<file path="config.mk">
export PLATFORM = sky130hd
export DESIGN_NAME = pipeline_layer_mixer
export DESIGN_NICKNAME = d
export VERILOG_FILES = /design/src/rtl/pipeline_pkg.sv /design/src/rtl/pipeline_layer_stage.sv /design/src/rtl/pipeline_layer_mixer.sv
export SDC_FILE = /design/constraint.sdc
export NUM_CORES = 1
export LEC_CHECK = 0
export ABC_AREA = 1
export CAP_MARGIN = 25
export CORE_MARGIN = 4
export CORE_UTILIZATION = 50
export CTS_BUF_LIST = sky130_fd_sc_hd__clkbuf_2 sky130_fd_sc_hd__clkbuf_4 sky130_fd_sc_hd__clkbuf_8
export CTS_CLUSTER_SIZE = 14
export DETAILED_ROUTE_END_ITERATION = 8
export PLACE_DENSITY = 0.87
export SYNTH_ARGS = -nofsm -noshare
export SYNTH_HDL_FRONTEND = slang
export SYNTH_SLANG_ARGS = --single-unit
export TNS_END_PERCENT = 50
</file>
<file path="constraint.sdc">
create_clock -name clk -period 2.96 [get_ports clk]
set_input_delay 0.296 -clock clk [delete_from_list [all_inputs] [get_ports clk]]
set_output_delay 0.296 -clock clk [all_outputs]
set_load 0.01 [all_outputs]
</file>
<file path="src/rtl/pipeline_pkg.sv">
// Shared types and per-channel arithmetic for the layer mixer.
// The PIPELINE_MIXER_ALPHA_EN build uses blend565; the default build uses avg565.
package pipeline_pkg;

  typedef enum logic [1:0] {
    MODE_OFF    = 2'd0,
    MODE_CHROMA = 2'd1,
    MODE_DIRECT = 2'd2,
    MODE_BLEND  = 2'd3
  } overlay_mode_e;

  localparam int R_W     = 5;
  localparam int G_W     = 6;
  localparam int B_W     = 5;
  localparam int PIX_W   = R_W + G_W + B_W;
  localparam int ALPHA_W = 4;

  typedef struct packed {
    logic [R_W-1:0] r;
    logic [G_W-1:0] g;
    logic [B_W-1:0] b;
  } rgb565_t;

  // Truncating 50% mix; each channel is summed separately so nothing carries across fields.
  function automatic rgb565_t avg565(rgb565_t acc, rgb565_t fg);
    logic [R_W:0] r;
    logic [G_W:0] g;
    logic [B_W:0] b;
    r = {1'b0, acc.r} + {1'b0, fg.r};
    g = {1'b0, acc.g} + {1'b0, fg.g};
    b = {1'b0, acc.b} + {1'b0, fg.b};
    avg565.r = r[R_W:1];
    avg565.g = g[G_W:1];
    avg565.b = b[B_W:1];
  endfunction

  function automatic logic [G_W-1:0] blend_ch(logic [G_W-1:0] cf, logic [G_W-1:0] cb,
                                              logic [ALPHA_W-1:0] a);
    logic [9:0] p;
    p = 10'(cf) * 10'(a) + 10'(cb) * (10'd16 - 10'(a));
    return p[9:4];
  endfunction

  function automatic rgb565_t blend565(rgb565_t fg, rgb565_t acc, logic [ALPHA_W-1:0] a);
    logic [G_W-1:0] r;
    logic [G_W-1:0] b;
    r = blend_ch({1'b0, fg.r}, {1'b0, acc.r}, a);
    b = blend_ch({1'b0, fg.b}, {1'b0, acc.b}, a);
    blend565.r = r[R_W-1:0];
    blend565.g = blend_ch(fg.g, acc.g, a);
    blend565.b = b[B_W-1:0];
  endfunction

endpackage

</file>
<file path="src/rtl/pipeline_layer_stage.sv">
// One compositing stage: folds layer LAYER into the accumulated pixel and forwards all lanes.
// Mode 3 is an alpha blend when PIPELINE_MIXER_ALPHA_EN is defined, else a 50% average.
module pipeline_layer_stage
  import pipeline_pkg::*;
#(
  parameter int          PRECISION  = 12,
  parameter int          NUM_LAYERS = 2,
  parameter int          LAYER      = 0,
  parameter logic [15:0] CHROMA_KEY = 16'h07E0
) (
  input  logic                          clk,
  input  logic                          rst_n,
  input  logic                          vld_p0,
  input  logic                          en_p0,
  input  logic                          app_p0,
  input  logic [PRECISION-1:0]          x_p0,
  input  logic [PRECISION-1:0]          y_p0,
  input  logic [PIX_W-1:0]              acc_p0,
  input  logic [PIX_W*NUM_LAYERS-1:0]   fg_p0,
  input  logic [NUM_LAYERS-1:0]         skip_p0,
  input  logic [2*NUM_LAYERS-1:0]       mode_p0,
  input  logic [ALPHA_W*NUM_LAYERS-1:0] alpha_p0,
  output logic                          vld_p1,
  output logic                          en_p1,
  output logic                          app_p1,
  output logic [PRECISION-1:0]          x_p1,
  output logic [PRECISION-1:0]          y_p1,
  output logic [PIX_W-1:0]              acc_p1,
  output logic [PIX_W*NUM_LAYERS-1:0]   fg_p1,
  output logic [NUM_LAYERS-1:0]         skip_p1,
  output logic [2*NUM_LAYERS-1:0]       mode_p1,
  output logic [ALPHA_W*NUM_LAYERS-1:0] alpha_p1
);

  logic [PIX_W-1:0] fg;
  overlay_mode_e    mode;
  logic [PIX_W-1:0] acc_next;

  assign fg   = fg_p0[PIX_W*LAYER +: PIX_W];
  assign mode = overlay_mode_e'(mode_p0[2*LAYER +: 2]);

  always_comb begin
    acc_next = acc_p0;
    if (!skip_p0[LAYER]) begin
      case (mode)
        MODE_CHROMA: if (fg != CHROMA_KEY) acc_next = fg;
        MODE_DIRECT: acc_next = fg;
`ifdef PIPELINE_MIXER_ALPHA_EN
        MODE_BLEND:  acc_next = blend565(fg, acc_p0, alpha_p0[ALPHA_W*LAYER +: ALPHA_W]);
`else
        MODE_BLEND:  acc_next = avg565(acc_p0, fg);
`endif
        default:     acc_next = acc_p0;
      endcase
    end
  end

  // ---- stage boundary: p0 -> p1 ----
  always_ff @(posedge clk or negedge rst_n) begin
    if (!rst_n) begin
      vld_p1   <= 1'b0;
      en_p1    <= 1'b0;
      app_p1   <= 1'b0;
      x_p1     <= '0;
      y_p1     <= '0;
      acc_p1   <= '0;
      fg_p1    <= '0;
      skip_p1  <= '0;
      mode_p1  <= '0;
      alpha_p1 <= '0;
    end else begin
      vld_p1   <= vld_p0;
      en_p1    <= en_p0;
      app_p1   <= app_p0;
      x_p1     <= x_p0;
      y_p1     <= y_p0;
      acc_p1   <= acc_next;
      fg_p1    <= fg_p0;
      skip_p1  <= skip_p0;
      mode_p1  <= mode_p0;
      alpha_p1 <= alpha_p0;
    end
  end

endmodule

</file>
<file path="src/rtl/pipeline_layer_mixer.sv">
// Background + NUM_LAYERS foreground compositor, latency NUM_LAYERS+1, frame-synchronous controls.
// Define PIPELINE_MIXER_ALPHA_EN to add ctrl_alpha and turn mode 3 into an alpha blend.
module pipeline_layer_mixer
  import pipeline_pkg::*;
#(
  parameter int          PRECISION  = 12,
  parameter int          NUM_LAYERS = 2,
  parameter logic [15:0] CHROMA_KEY = 16'h07E0
) (
  input  logic                          clk,
  input  logic                          rst_n,
  input  logic                          in_valid,
  input  logic [PRECISION-1:0]          pixel_x,
  input  logic [PRECISION-1:0]          pixel_y,
  input  logic                          output_enable,
  input  logic [15:0]                   bg_pixel_in,
  input  logic [16*NUM_LAYERS-1:0]      fg_pixel_in,
  input  logic [NUM_LAYERS-1:0]         fg_pixel_skip,
  input  logic [2*NUM_LAYERS-1:0]       ctrl_overlay_mode,
`ifdef PIPELINE_MIXER_ALPHA_EN
  input  logic [4*NUM_LAYERS-1:0]       ctrl_alpha,
`endif
  output logic                          out_valid,
  output logic [15:0]                   pixel_out,
  output logic [PRECISION-1:0]          pixel_x_out,
  output logic [PRECISION-1:0]          pixel_y_out,
  output logic                          ctrl_applied
);

  localparam int N = NUM_LAYERS;

  logic                          load;
  logic [2*N-1:0]                shadow_mode;
  logic [2*N-1:0]                mode_eff;
  logic [ALPHA_W*N-1:0]          alpha_eff;

  // A (0,0) beat both reloads the shadows and uses the new values itself.
  assign load     = in_valid && (pixel_x == '0) && (pixel_y == '0);
  assign mode_eff = load ? ctrl_overlay_mode : shadow_mode;

  always_ff @(posedge clk or negedge rst_n) begin
    if (!rst_n) shadow_mode <= '0;
    else if (load) shadow_mode <= ctrl_overlay_mode;
  end

`ifdef PIPELINE_MIXER_ALPHA_EN
  logic [ALPHA_W*N-1:0] shadow_alpha;
  assign alpha_eff = load ? ctrl_alpha : shadow_alpha;

  always_ff @(posedge clk or negedge rst_n) begin
    if (!rst_n) shadow_alpha <= '0;
    else if (load) shadow_alpha <= ctrl_alpha;
  end
`else
  assign alpha_eff = '0;
`endif

  logic                 vld_p0, en_p0, app_p0;
  logic [PRECISION-1:0] x_p0, y_p0;
  logic [PIX_W-1:0]     bg_p0;
  logic [PIX_W*N-1:0]   fg_p0;
  logic [N-1:0]         skip_p0;
  logic [2*N-1:0]       mode_p0;
  logic [ALPHA_W*N-1:0] alpha_p0;

  // ---- stage 0: input register ----
  always_ff @(posedge clk or negedge rst_n) begin
    if (!rst_n) begin
      vld_p0 <= 1'b0;
      en_p0  <= 1'b0;
      app_p0 <= 1'b0;
    end else begin
      vld_p0 <= in_valid;
      en_p0  <= output_enable;
      app_p0 <= load;
    end
  end

  always_ff @(posedge clk) begin
    x_p0     <= pixel_x;
    y_p0     <= pixel_y;
    bg_p0    <= bg_pixel_in;
    fg_p0    <= fg_pixel_in;
    skip_p0  <= fg_pixel_skip;
    mode_p0  <= mode_eff;
    alpha_p0 <= alpha_eff;
  end

  logic                 vld_s   [N+1];
  logic                 en_s    [N+1];
  logic                 app_s   [N+1];
  logic [PRECISION-1:0] x_s     [N+1];
  logic [PRECISION-1:0] y_s     [N+1];
  logic [PIX_W-1:0]     acc_s   [N+1];
  logic [PIX_W*N-1:0]   fg_s    [N+1];
  logic [N-1:0]         skip_s  [N+1];
  logic [2*N-1:0]       mode_s  [N+1];
  logic [ALPHA_W*N-1:0] alpha_s [N+1];

  assign vld_s[0]   = vld_p0;
  assign en_s[0]    = en_p0;
  assign app_s[0]   = app_p0;
  assign x_s[0]     = x_p0;
  assign y_s[0]     = y_p0;
  assign acc_s[0]   = bg_p0;
  assign fg_s[0]    = fg_p0;
  assign skip_s[0]  = skip_p0;
  assign mode_s[0]  = mode_p0;
  assign alpha_s[0] = alpha_p0;

  // ---- stages 1..N: layer k-1 composited in stage k ----
  for (genvar k = 0; k < N; k++) begin : g_layer
    pipeline_layer_stage #(
      .PRECISION  (PRECISION),
      .NUM_LAYERS (N),
      .LAYER      (k),
      .CHROMA_KEY (CHROMA_KEY)
    ) u_stage (
      .clk      (clk),
      .rst_n    (rst_n),
      .vld_p0   (vld_s[k]),
      .en_p0    (en_s[k]),
      .app_p0   (app_s[k]),
      .x_p0     (x_s[k]),
      .y_p0     (y_s[k]),
      .acc_p0   (acc_s[k]),
      .fg_p0    (fg_s[k]),
      .skip_p0  (skip_s[k]),
      .mode_p0  (mode_s[k]),
      .alpha_p0 (alpha_s[k]),
      .vld_p1   (vld_s[k+1]),
      .en_p1    (en_s[k+1]),
      .app_p1   (app_s[k+1]),
      .x_p1     (x_s[k+1]),
      .y_p1     (y_s[k+1]),
      .acc_p1   (acc_s[k+1]),
      .fg_p1    (fg_s[k+1]),
      .skip_p1  (skip_s[k+1]),
      .mode_p1  (mode_s[k+1]),
      .alpha_p1 (alpha_s[k+1])
    );
  end

  assign out_valid    = vld_s[N];
  assign pixel_out    = en_s[N] ? acc_s[N] : 16'h0000;
  assign pixel_x_out  = x_s[N];
  assign pixel_y_out  = y_s[N];
  assign ctrl_applied = vld_s[N] & app_s[N];

  // Lanes past the last stage have no consumer.
  logic unused_lanes;
  assign unused_lanes = ^{fg_s[N], skip_s[N], mode_s[N], alpha_s[N]};

endmodule

</file>
# [Word level (Yosys, flattened, before mapping)]
# Index checks and enable logic that the tools add are counted.
# W data, S select, Z words.
[word_totals] ff_bits=209
[classes] addsub=6 eq_ne=8 n_mux=8 bitwise=1 reduce_logical=4
[ops] operator="$pmux W16 S3" count=2
[ops] operator="$mux W16" count=5
[ops] operator="$ne A16 B11 Y1 const B" count=2
[ops] operator="$add A5 B5 Y6" count=4
[ops] operator="$logic_not A12 Y1" count=2
[ops] operator="$add A6 B6 Y7" count=2
[ops] operator="$eq A2 B2 Y1 const B" count=4
[ops] operator="$eq A2 B1 Y1 const B" count=2
[ops] operator="$mux W4" count=1
[ops] operator="$logic_and A1 B1 Y1" count=2
[ops] operator="$and A1 B1 Y1" count=1

# [Depth between registers and ports, before layout]
[depth] word_depth=4 mapped_depth=12

# [Hierarchy]
# A second synthesis with hierarchy kept.
[hier_totals] cells_unflattened=847 hier_area_um2=9049.9
[modules_own_cells] module="pipeline_layer_stage at g_layer[1].u_stage" n_inst=1 cells_per_inst=339 area_each_um2=3500.9
[modules_own_cells] module="pipeline_layer_stage at g_layer[0].u_stage" n_inst=1 cells_per_inst=334 area_each_um2=3447.1
[modules_own_cells] module="pipeline_layer_mixer" n_inst=1 cells_per_inst=174 area_each_um2=2102.0

# [Worst setup path before layout]
# No wires, ideal clock.
[synth_timing] kind="register to register" startpoint="register g_layer[0].u_stage.fg_p1[27]" endpoint="register g_layer[1].u_stage.acc_p1[14]" setup_time_ns=0.117 t_arrival_ns=1.469 required_time_ns=2.843 setup_slack_ns=1.374 stages_incl_launch_ff=11 n_path_buf=0 path_cell_list="dfrtp_1 -> nand2_1 -> inv_1 -> fa_1 -> nand2_1 -> nand2_1 -> a21oi_1 -> xor2_1 -> nor2_1 -> nor2_1 -> nor2_1"
[synth_via] elab_chain_len=4 word_cells_on_any_way=5 classes_between="add/sub (1); eq/ne (1); mux (3)"
[synth_lines] element="from (decl)" line="pipeline_layer_stage.sv:29" text="output logic [PIX_W*NUM_LAYERS-1:0] fg_p1,"
[synth_lines] element="from (signal assigned)" line="pipeline_layer_stage.sv:78" text="fg_p1 <= fg_p0;"
[synth_lines] element="branches (longest 2 deep; another with $add A5 B5 Y6)"
[synth_lines] element="$pmux W16 S3 *" line="pipeline_layer_stage.sv:45" text="case (mode)"
[synth_lines] element="$mux W16 *" line="pipeline_layer_stage.sv:44" text="if (!skip_p0[LAYER]) begin"
[synth_lines] element="net g_layer[1].u_stage.acc_next[14]" line="pipeline_layer_stage.sv:37" text="logic [PIX_W-1:0] acc_next;"
[synth_lines] element="to (signal assigned)" line="pipeline_layer_stage.sv:77" text="acc_p1 <= acc_next;"
[synth_lines] element="to (decl)" line="pipeline_layer_stage.sv:28" text="output logic [PIX_W-1:0] acc_p1,"
# Mark *: on every way through the listed nets, which the timed path passes.

# [Worst setup path after layout]
[layout_timing] startpoint="register g_layer[1].u_stage.en_p1" endpoint="output port pixel_out[4]"
[layout_via] elab_chain_len=1
[layout_lines] element="from (decl)" line="pipeline_layer_stage.sv:24" text="output logic en_p1,"
[layout_lines] element="from (signal assigned)" line="pipeline_layer_stage.sv:73" text="en_p1 <= en_p0;"
[layout_lines] element="$mux W16" line="pipeline_layer_mixer.sv:145" text="assign pixel_out = en_s[N] ? acc_s[N] : 16'h0000;"
[layout_lines] element="to (decl)" line="pipeline_layer_mixer.sv:24" text="output logic [15:0] pixel_out,"
# Every way passes these cells.

==> results.txt <==
- Outcome: finished clean
- Die ar.: 16100 µm²
- The routed design has 14800 µm of wire.
- Sw power: 1.26 mW
* Number of sinks handled by clock tree synthesis: 190
* Setup repair after global routing missed its margin: no
* Area added between synthesis and finish: 26.4%
- Filler-free cell count of the finished design: 1079
* Net count reported at finish: 1000
- Proportion of netlist area held by the largest area contributor: 39.5%
* Setup violators final: 0
- Endpoint required time on the critical path: 2.66 ns
- The worst setup path is of the reg2out kind.
- Area of the core region: 13900 µm²
* Min cycle time layout: 2.11 ns
- Port buffering added 123 buffers.
- Final WS setup: 0.845 ns
* Clock buffers created by TritonCTS: 17
- TritonCTS built the clock tree.
* Post-CTS repair timing setup buffer count: 0
- The number of slew-limit violations in the final report was 0.
- Entering global routing, the biggest net connects 58 pins.
- sky130_fd_sc_hd__dfrtp_1 takes more of the synthesized area than any other cell.
- Global placement routability congestion: 0.897
- Per report_power, the sequential group accounts for 56.2% of the total.
- In the final routing, the length of wire on met1 measures 6050 µm.
- At the pin with the least slew margin, the transition time is 0.708 ns.
- For this run, the register share of the synthesized area comes to 61.6%.
- After detailed routing, the number of remaining DRC violations is 0.
- For the worst-skew pair, the clock arrives at the later sink with an insertion delay of 0.46 ns.
- Worst Clk Skew: 0.00721 ns
* Antenna-violating nets left: 0
* Share of cells above drive strength 1: 7.45%
- I/O pin count: 124
- Power share of the clock group: 34.4%
* Post-CTS resize count: 0
- Logic pwr share: 9.4%
- Wire length of the first global-routing pass: 24400 µm
- The final number of hold-violating endpoints came to 0.
- Summed over all failing endpoints, the final setup total negative slack is 0 ns.
- CP Max Fanout: 16
* Max Fclk: 0.473 GHz
* Part of the cycle the worst path needs: 71.4%
* Net switching fraction of the power: 25.5%
* Global-route usage over all layers: 19.2%
- Critical Path End Type: output port
- Standard-cell rows: 43
- The detailed router placed 5250 vias in this run.
- Internal cell power: 3.68 mW
- Detailed Routing Iterations Pass 1: 5
- Total Power Consumption: 4.94 mW
- Prior to clock tree synthesis, the placed netlist has a worst setup slack of 1.16 ns.
- Ranking of synthesized cells by area: sky130_fd_sc_hd__dfrtp_1 40%, sky130_fd_sc_hd__dfxtp_1 22%, sky130_fd_sc_hd__nand2_1 11%
- Number of placed instances, taps included: 1046
- Clock-pin slew was measured on the worst setup and hold paths at 0.10 ns.
- A synthesized cell averages 9.48 µm².
- In the final routed layout, each cell accounts on average for 13.7 µm.
* Total congestion overflow: 0
- Effective utilization at floorplan: 51.1%
* Static leakage: 4.22 nW
* Cts-stage hold buffer count: 1
- Max-cap violations in this run came to 0.
- The min-delay analysis places its worst path in the category in2reg.
- Uppermost layer routed: met4
* Post-DP HPWL: 11200 µm
- Synthesis Warnings: 0
- The synthesized netlist occupies a cell area of 7090 µm².
- The number of antenna violations at the first check in global routing was 0.
- The via count of the first global-routing pass came to 5143.
- The clock passes through at most 2 buffers.
* Number of inserted diodes: 0
* CTS Root Buffer Type: sky130_fd_sc_hd__clkbuf_8
* WP data arrival: 1.82 ns
- The worst setup path is launched from a flop.
* Vias per Instance: 4.87
- In this run the vertical extent of the chip is 127 µm.
* Power density cells: 551 nW/µm²
- Seq cells post-synth: 190
* Detailed-routed wire length on met3: 777 µm
- Worst slew margin relative to its limit: 52.8%
- The H-tree was split into 4 levels.
- Violation count after the first detailed-routing iteration: 314
- Width of the chip: 127 µm
* Cells after Synth: 748
- Worst hold-check slack: 0.263 ns
- Number of distinct library cells after synthesis: 32
- Worst VDD drop: 359 µV
- Wire segments on met2 add up to 7550 µm in the final route.
* Net count of the mapped netlist: 862
==> flip-flops by register name, summed over array words and instances, names as in the netlist <==
name	count
app_p0	1
bg_p0	16
en_p0	1
fg_p0	32
g_layer.u_stage.acc_p1	32
g_layer.u_stage.app_p1	2
g_layer.u_stage.en_p1	2
g_layer.u_stage.fg_p1	16
g_layer.u_stage.mode_p1	2
g_layer.u_stage.skip_p1	1
g_layer.u_stage.vld_p1	2
g_layer.u_stage.x_p1	24
g_layer.u_stage.y_p1	24
mode_p0	4
shadow_mode	4
skip_p0	2
vld_p0	1
x_p0	12
y_p0	12
==> routing by layer <==
| metal | vias up | global-route usage [%] |
|---|---|---|
| met1 | 2410 | 23.6 |
| met5 | - | 0 |
| li1 | 2632 | - |
| met2 | 174 | 32.8 |
| met4 | 0 | 9.27 |
| met3 | 34 | 3.43 |
==> kinds of logic (layout without fill, tap and decap cells) <==
group	count (synthesis)	count (layout)	share of synthesized area, %
AND/OR/NAND/NOR	366	366	21.8
flip-flops	190	190	61.6
buffers and inverters	90	241	4.94
AO/OA/AOI/OAI	68	68	5.12
adder cells (fa/ha/maj)	32	32	6.28
XOR/XNOR	2	2	0.247
==> final timing paths <==
| kind | startpoint | endpoint | slack (ns) | depth (start not counted) |
|---|---|---|---|---|
| max | g_layer[1].u_stage.en_p1 | pixel_out[4] | 0.85 | 3 |
| min reg2reg | fg_p0[21] | g_layer[0].u_stage.fg_p1[21] | 0.33 | 0 |
| max in group asynchronous | rst_n | g_layer[1].u_stage.y_p1[2] | 1.79 | 3 |
| min | fg_pixel_in[17] | fg_p0[17] | 0.26 | 1 |
| max reg2reg | g_layer[0].u_stage.fg_p1[21] | g_layer[1].u_stage.acc_p1[8] | 1.15 | 10 |
| min in group asynchronous | rst_n | g_layer[1].u_stage.y_p1[7] | 0.44 | 2 |
==> critical path, cell delays in order (launching register included) <==
cell                              delay [ns]
sky130_fd_sc_hd__dfrtp_1                0.65
sky130_fd_sc_hd__nand2_1                0.10
sky130_fd_sc_hd__inv_1                  0.08
sky130_fd_sc_hd__clkdlybuf4s50_1        0.53
==> synthesized netlist by cell type, drive strengths merged <==
cell type,n
nor4,3
o21bai,4
a21boi,2
buf,5
ha,26
nor2,75
a21o,1
o21ai,31
nand2,222
or2,5
dfxtp,78
clkbuf,2
and3,1
nand4,6
dfrtp,112
o211ai,2
nor3,11
clkinv,1
nand3,40
fa,6
xor2,2
nand3b,3
inv,82
a21oi,28
==> layout make-up <==
| class | count | area [µm²] |
|---|---|---|
| flip-flops and latches | 190 | 4360 |
| fillers | 1104 | 4920 |
| multi-input cells | 468 | 2370 |
| inverters | 83 | 312 |
| clock inverters | 14 | 168 |
| clock buffers | 18 | 248 |
| well taps | 180 | 225 |
| repair buffers | 126 | 1270 |
==> metrics by stage <==
stage	area [µm²]	util (%)
finish	8960	64.5
global route	8960	64.5
CTS	8960	64.5
detailed placement	8530	61.5
global placement	8530	61.5
floorplan	7090	-
==> power by group through the flow <==
stage                     registers (mW)  clock network (mW)  logic (mW)
after CTS                           2.78                1.73       0.464
final                               2.78                1.70       0.462
after global routing                2.79                1.86       0.518
after detailed placement            2.83                   0       0.460
after floorplan                     2.81                   0       0.207
after global placement              2.82                   0       0.445
==> cell usage in the layout (no fill, tap or decap), drive strengths merged <==
cell,n
nand2,222
clkdlybuf4s50,122
dfrtp,112
inv,89
dfxtp,78
nor2,75
nand3,40
o21ai,31
a21oi,28
ha,26
clkbuf,18
nor3,11
nand4,6
fa,6
clkinv,6
or2,5
o21bai,4
nand3b,3
nor4,3
buf,3
xor2,2
o211ai,2
a21boi,2
a21o,1
and3,1
clkinvlp,1
bufinv,1
dlygate4sd3,1
(Power assumes the default switching activity.)
